[src/rtl/spi_job_loader_pkg.sv]
// Shared definitions for the SPI job loader: job frame layout and FSM state encoding.
package spi_job_loader_pkg;

  localparam int SHA_STATE_WIDTH    = 256;
  localparam int MESSAGE_HEAD_WIDTH = 96;
  localparam int DIFFICULTY_WIDTH   = 8;
  localparam int JOB_FRAME_WIDTH    = SHA_STATE_WIDTH + MESSAGE_HEAD_WIDTH + DIFFICULTY_WIDTH;

  // Field order matches the on-wire order (sha_state is sent first, MSB first).
  typedef struct packed {
    logic [SHA_STATE_WIDTH-1:0]    sha_state;
    logic [MESSAGE_HEAD_WIDTH-1:0] message_head;
    logic [DIFFICULTY_WIDTH-1:0]   difficulty;
  } job_t;

  typedef logic [1:0] state_t;

  localparam state_t ST_IDLE  = 2'd0;
  localparam state_t ST_SHIFT = 2'd1;
  localparam state_t ST_CHECK = 2'd2;

endpackage

[src/rtl/sync_edge_detect.sv]
// Two-flop synchronizer for an asynchronous level, plus single-cycle rise/fall pulses
// derived from the synchronized value.
module sync_edge_detect #(
  parameter logic RESET_VAL = 1'b0
) (
  input  logic clk,
  input  logic rst,
  input  logic raw,
  output logic level,
  output logic rise,
  output logic fall
);

  logic meta;
  logic sync;
  logic prev;

  always_ff @(posedge clk) begin
    if (rst) begin
      meta <= RESET_VAL;
      sync <= RESET_VAL;
      prev <= RESET_VAL;
    end else begin
      meta <= raw;
      sync <= meta;
      prev <= sync;
    end
  end

  assign level = sync;
  assign rise  = sync & ~prev;
  assign fall  = ~sync & prev;

endmodule

[src/rtl/spi_job_loader.sv]
// SPI mode-0 slave that collects a fixed-length job frame and commits it atomically
// to job_out when chip select rises after exactly JOB_WIDTH bits.
module spi_job_loader
  import spi_job_loader_pkg::*;
#(
  parameter int JOB_WIDTH = JOB_FRAME_WIDTH
) (
  input  logic                 clk_in,
  input  logic                 reset_in,
  input  logic                 sck_in,
  input  logic                 sdi_in,
  input  logic                 cs_n_in,
  output logic [JOB_WIDTH-1:0] job_out,
  output logic                 job_valid_out,
  output logic [7:0]           job_id_out,
  output logic                 busy_out,
  output logic                 error_out
);

  localparam int CNT_W = $clog2(JOB_WIDTH + 2);
  localparam logic [CNT_W-1:0] CNT_FULL = CNT_W'(JOB_WIDTH);
  localparam logic [CNT_W-1:0] CNT_SAT  = CNT_W'(JOB_WIDTH + 1);

  logic sck_rise;
  logic sck_level_unused;
  logic sck_fall_unused;
  logic cs_level;
  logic cs_rise;
  logic cs_fall;

  sync_edge_detect #(.RESET_VAL(1'b0)) u_sck_sync (
    .clk   (clk_in),
    .rst   (reset_in),
    .raw   (sck_in),
    .level (sck_level_unused),
    .rise  (sck_rise),
    .fall  (sck_fall_unused)
  );

  sync_edge_detect #(.RESET_VAL(1'b1)) u_cs_sync (
    .clk   (clk_in),
    .rst   (reset_in),
    .raw   (cs_n_in),
    .level (cs_level),
    .rise  (cs_rise),
    .fall  (cs_fall)
  );

  logic sdi_meta;
  logic sdi_sync;

  always_ff @(posedge clk_in) begin
    if (reset_in) begin
      sdi_meta <= 1'b0;
      sdi_sync <= 1'b0;
    end else begin
      sdi_meta <= sdi_in;
      sdi_sync <= sdi_meta;
    end
  end

  state_t               state;
  logic [CNT_W-1:0]     bit_cnt;
  logic [JOB_WIDTH-1:0] shreg;
  logic [1:0]           settle;
  logic                 armed;
  logic                 shift_en;

  // A sck rise coinciding with the cs rise belongs to no frame and is dropped.
  assign shift_en = (state == ST_SHIFT) && sck_rise && !cs_rise;

  always_ff @(posedge clk_in) begin
    if (shift_en) begin
      shreg <= {shreg[JOB_WIDTH-2:0], sdi_sync};
    end
  end

  // The cs synchronizer holds its reset value for two cycles, so cs is only
  // trusted once it has flushed; a frame may start only after cs is seen high,
  // which discards the tail of any frame interrupted by reset.
  always_ff @(posedge clk_in) begin
    if (reset_in) begin
      state         <= ST_IDLE;
      bit_cnt       <= '0;
      job_out       <= '0;
      job_valid_out <= 1'b0;
      job_id_out    <= 8'd0;
      busy_out      <= 1'b0;
      error_out     <= 1'b0;
      settle        <= 2'd0;
      armed         <= 1'b0;
    end else begin
      job_valid_out <= 1'b0;
      if (settle != 2'd2) begin
        settle <= settle + 2'd1;
      end else if (cs_level) begin
        armed <= 1'b1;
      end

      case (state)
        ST_IDLE: begin
          if (cs_fall && armed) begin
            state     <= ST_SHIFT;
            bit_cnt   <= '0;
            error_out <= 1'b0;
            busy_out  <= 1'b1;
          end
        end
        ST_SHIFT: begin
          if (cs_rise) begin
            // Commit is registered on entry to CHECK so the valid pulse
            // coincides with the single CHECK cycle.
            state <= ST_CHECK;
            if (bit_cnt == CNT_FULL) begin
              job_out       <= shreg;
              job_valid_out <= 1'b1;
              job_id_out    <= job_id_out + 8'd1;
            end else begin
              error_out <= 1'b1;
            end
          end else if (sck_rise && bit_cnt != CNT_SAT) begin
            bit_cnt <= bit_cnt + 1'b1;
          end
        end
        ST_CHECK: begin
          state    <= ST_IDLE;
          busy_out <= 1'b0;
        end
        default: begin
          state    <= ST_IDLE;
          busy_out <= 1'b0;
        end
      endcase
    end
  end

endmodule

[config.mk]
export PLATFORM = sky130hd
export DESIGN_NAME = spi_job_loader
export DESIGN_NICKNAME = d
export VERILOG_FILES = /design/src/rtl/spi_job_loader_pkg.sv /design/src/rtl/sync_edge_detect.sv /design/src/rtl/spi_job_loader.sv
export SDC_FILE = /design/constraint.sdc
export NUM_CORES = 1
export LEC_CHECK = 0
export ABC_AREA = 1
export BUFFER_PORTS_ARGS = -buffer_cell sky130_fd_sc_hd__buf_2
export CAP_MARGIN = 20
export CORE_UTILIZATION = 60
export CTS_BUF_LIST = sky130_fd_sc_hd__clkbuf_4 sky130_fd_sc_hd__clkbuf_8
export DETAILED_ROUTE_END_ITERATION = 10
export MAX_ROUTING_LAYER = met4
export PLACE_DENSITY = 0.82
export SYNTH_ARGS = -nofsm -noshare
export SYNTH_HDL_FRONTEND = slang
export SYNTH_SLANG_ARGS = --single-unit
[constraint.sdc]
create_clock -name clk_in -period 29.6 [get_ports clk_in]
set_input_delay 5.92 -clock clk_in [delete_from_list [all_inputs] [get_ports clk_in]]
set_output_delay 5.92 -clock clk_in [all_outputs]
set_load 0.01 [all_outputs]
==> results.txt <==
Outcome -> complete, no violations
Mapped Nets -> 2,156
Highest routed layer -> met4
Kind of critical path -> input port to flop
Synth-to-layout area growth -> 17.80%
Post-CTS sizing -> 0
Critical path launch point type -> input port
Via count -> 16,930
Syn_area_per_cell -> 11.49 um^2
Post-Route Skew -> 0.03032 ns
WL per Instance -> 17.20 um
Pwr/cell area -> 67.55 nW/um^2
Share of cells above drive strength 1 -> 0.2268
Met2 WL -> 25,260 um
Fin crit share -> 0.2603
Min-delay src -> u_sck_sync.meta
CORE AREA -> 40,100 um^2
CTS tree -> built
Gate Count Post-Synth -> 2,146
Rows -> 73
Commonest non-fill, non-tap cell in the layout -> nor2_1
Critical Path RT -> 30.18 ns
Cell Area, Synth -> 24,650 um^2
Worst rel slew slack -> 0.2572
Grt ovf -> 0
Fmax -> 129.8 MHz
Worst-Skew Late Latency -> 0.67 ns
Gpl congestion -> 0.8193
Max-cap violation count -> 0
CTS Buf Count -> 110
Critical Path Stages -> 5
First-pass GRT wire length -> 84,770 um
CP Cell Sequence -> buf_2 -> inv_8 -> buf_4 -> o21ai_0 -> nor2_1
Setup TNS Final -> 0 ns
Reg2Reg Depth -> 9
Root buf cell -> clkbuf_8
Flops & latches, synth -> 753
Die height -> 204.7 um
Leak Pwr -> 12.67 nW
Endpoints failing hold -> 0
GRT Total Usage -> 0.2623
Clk sinks -> 753
Worst Setup SP -> reset_in
Register area share after synthesis -> 0.7578
Min-Delay Path Class -> flop to flop
Crit-path leading delay family -> buffers and inverters
Cell Area, Placed -> 26,700 um^2
Avg Vias per Cell -> 5.398
Vias in the first global route -> 16,430
Critical path capture point type -> flop
Detailed-placement wirelength estimate -> 31,060 um
Met1 WL -> 22,600 um
Die area -> 41,900 um^2
CTS Buffer Depth -> 3
Period minus WS final -> 7.703 ns
Max stage delay on crit path -> 0.91 ns
Design Area, Final -> 29,040 um^2
Htree depth -> 3
Arr. time, crit path -> 8.28 ns
Maximum fanout along the worst path -> 152
Worst VDD drop -> 0.04569 mV
R2r endpoint -> job_out[156]
Initial antenna violation count -> 1
CP bufs+invs -> 3
Metal3 WL -> 4931 um
CP max-delay cell -> buf_4
Largest net degree at the start of global routing -> 203
Residual DRC count -> 0
Yosys cell types -> 24
Die X -> 204.7 um
Flop2flop setup slack -> 25.33 ns
Final wirelength -> 53,930 um
RR Startpoint -> bit_cnt[0]
Worst-margin pin slew -> 1.114 ns
1st-iter DRT viols -> 1,532
Final Max Slew Viols -> 0
Final setup viols -> 0
Top-level I/O count -> 376
NumNets Final -> 2,529
Most frequent cells in the layout -> 759 x nor2_1, 393 x dfxtp_1, 375 x buf_2, 360 x edfxtp_1, 260 x o21ai_0
Post-CTS Hold Fix Bufs -> 0
RSZ-0062 raised after global routing -> no
Starting Density -> 0.6147
Clock-pin slew of the registers on the worst-case setup and hold paths -> 0.06 ns
Post-CTS Setup Bufs -> 0
CP endpoint -> job_out[156]
Yosys warnings -> 0
I/O Buffers -> 375
First drt pass iteration count -> 5
Antenna-violating nets left -> 0
## per-stage QoR
| step | power, W | utilization | setup slack [ns] | cells | hold WS, ns |
|---|---|---|---|---|---|
| finish | 0.001961 | 0.7241 | 21.90 | 3136 | 0.4120 |
| global route | 0.002021 | 0.7241 | 21.78 | 3136 | 0.4231 |
| CTS | 0.001976 | 0.7241 | 22.06 | 3135 | 0.4116 |
| detailed placement | 0.001125 | 0.6659 | 21.39 | 2932 | 0.3951 |
| global placement | 0.001124 | 0.6659 | 21.49 | 2932 | 0.3960 |
| floorplan | 0.001121 | - | 12.93 | 2146 | 0.3855 |
## cell families after synthesis
family                   after synthesis  share of synthesized area
AND/OR/NAND/NOR                      843                     0.1303
flip-flops                           753                     0.7578
AO/OA/AOI/OAI                        385                    0.07827
buffers and inverters                155                    0.02934
XOR/XNOR                               5                   0.001777
adder cells (fa/ha/maj)                5                   0.002538
## per-layer routing
layer,vias up,track usage
met5,-,-
met4,0,0.09088
met2,659,0.3974
met3,85,0.07541
li1,7934,-
met1,8251,0.3390
## synth_stat cells, drive strengths merged
| library cell | n | area (um^2) |
|---|---|---|
| nand2 | 61 | 231.5 |
| ha | 5 | 62.56 |
| o21bai | 1 | 7.510 |
| nand3 | 15 | 80.08 |
| xor2 | 2 | 17.52 |
| clkbuf | 64 | 240.2 |
| edfxtp | 360 | 10810 |
| dfxtp | 393 | 7868 |
| inv | 32 | 120.1 |
| or2 | 2 | 12.51 |
| o21ai | 367 | 1837 |
| nor3 | 1 | 10.01 |
| nand4 | 3 | 18.77 |
| xnor2 | 3 | 26.28 |
| buf | 59 | 362.8 |
| nor2 | 761 | 2859 |
| a21oi | 17 | 85.08 |
## where the power goes
part           internal (W)  total (W)  leakage (nW)  switching (W)
Combinational    0.00000385  0.0000159          5.02      0.0000120
Sequential          0.00108    0.00109          6.40     0.00000153
Clock              0.000473   0.000859          1.25       0.000386
## tightest hold or removal path, delay by kind of cell, from the launching register on
kind          cells  cell delay (ns)
buf+inv           1             0.05
simple gates      1             0.03
flops             1             0.30
## state kept, by name, summed over array words and instances (netlist names), 2 cells and up
| register | count |
|---|---|
| job_id_out | 8 |
| state | 2 |
| shreg | 360 |
| bit_cnt | 9 |
| settle | 2 |
| job_out | 360 |
## cell type report
| class | count | area [um^2] |
|---|---|---|
| flip-flops and latches | 753 | 18680 |
| clock inverters | 32 | 215.2 |
| clock buffers | 171 | 2116 |
| repair buffers | 384 | 1969 |
| diodes | 1 | 2.502 |
| inverters | 32 | 135.1 |
| multi-input cells | 1238 | 5263 |
| well taps | 525 | 656.9 |
| fillers | 2648 | 11060 |
## worst min-delay path by stage
stage                        to  slack [ns]  cells after the start
2_1_floorplan          shreg[0]        0.39                      0
3_3_place_gp           shreg[0]        0.40                      0
3_5_place_dp           shreg[0]        0.40                      0
4_1_cts                shreg[0]        0.41                      0
5_1_grt                shreg[0]        0.42                      0
6_report       u_sck_sync.level        0.41                      2
Note: power is estimated with default switching activity, not from simulation.
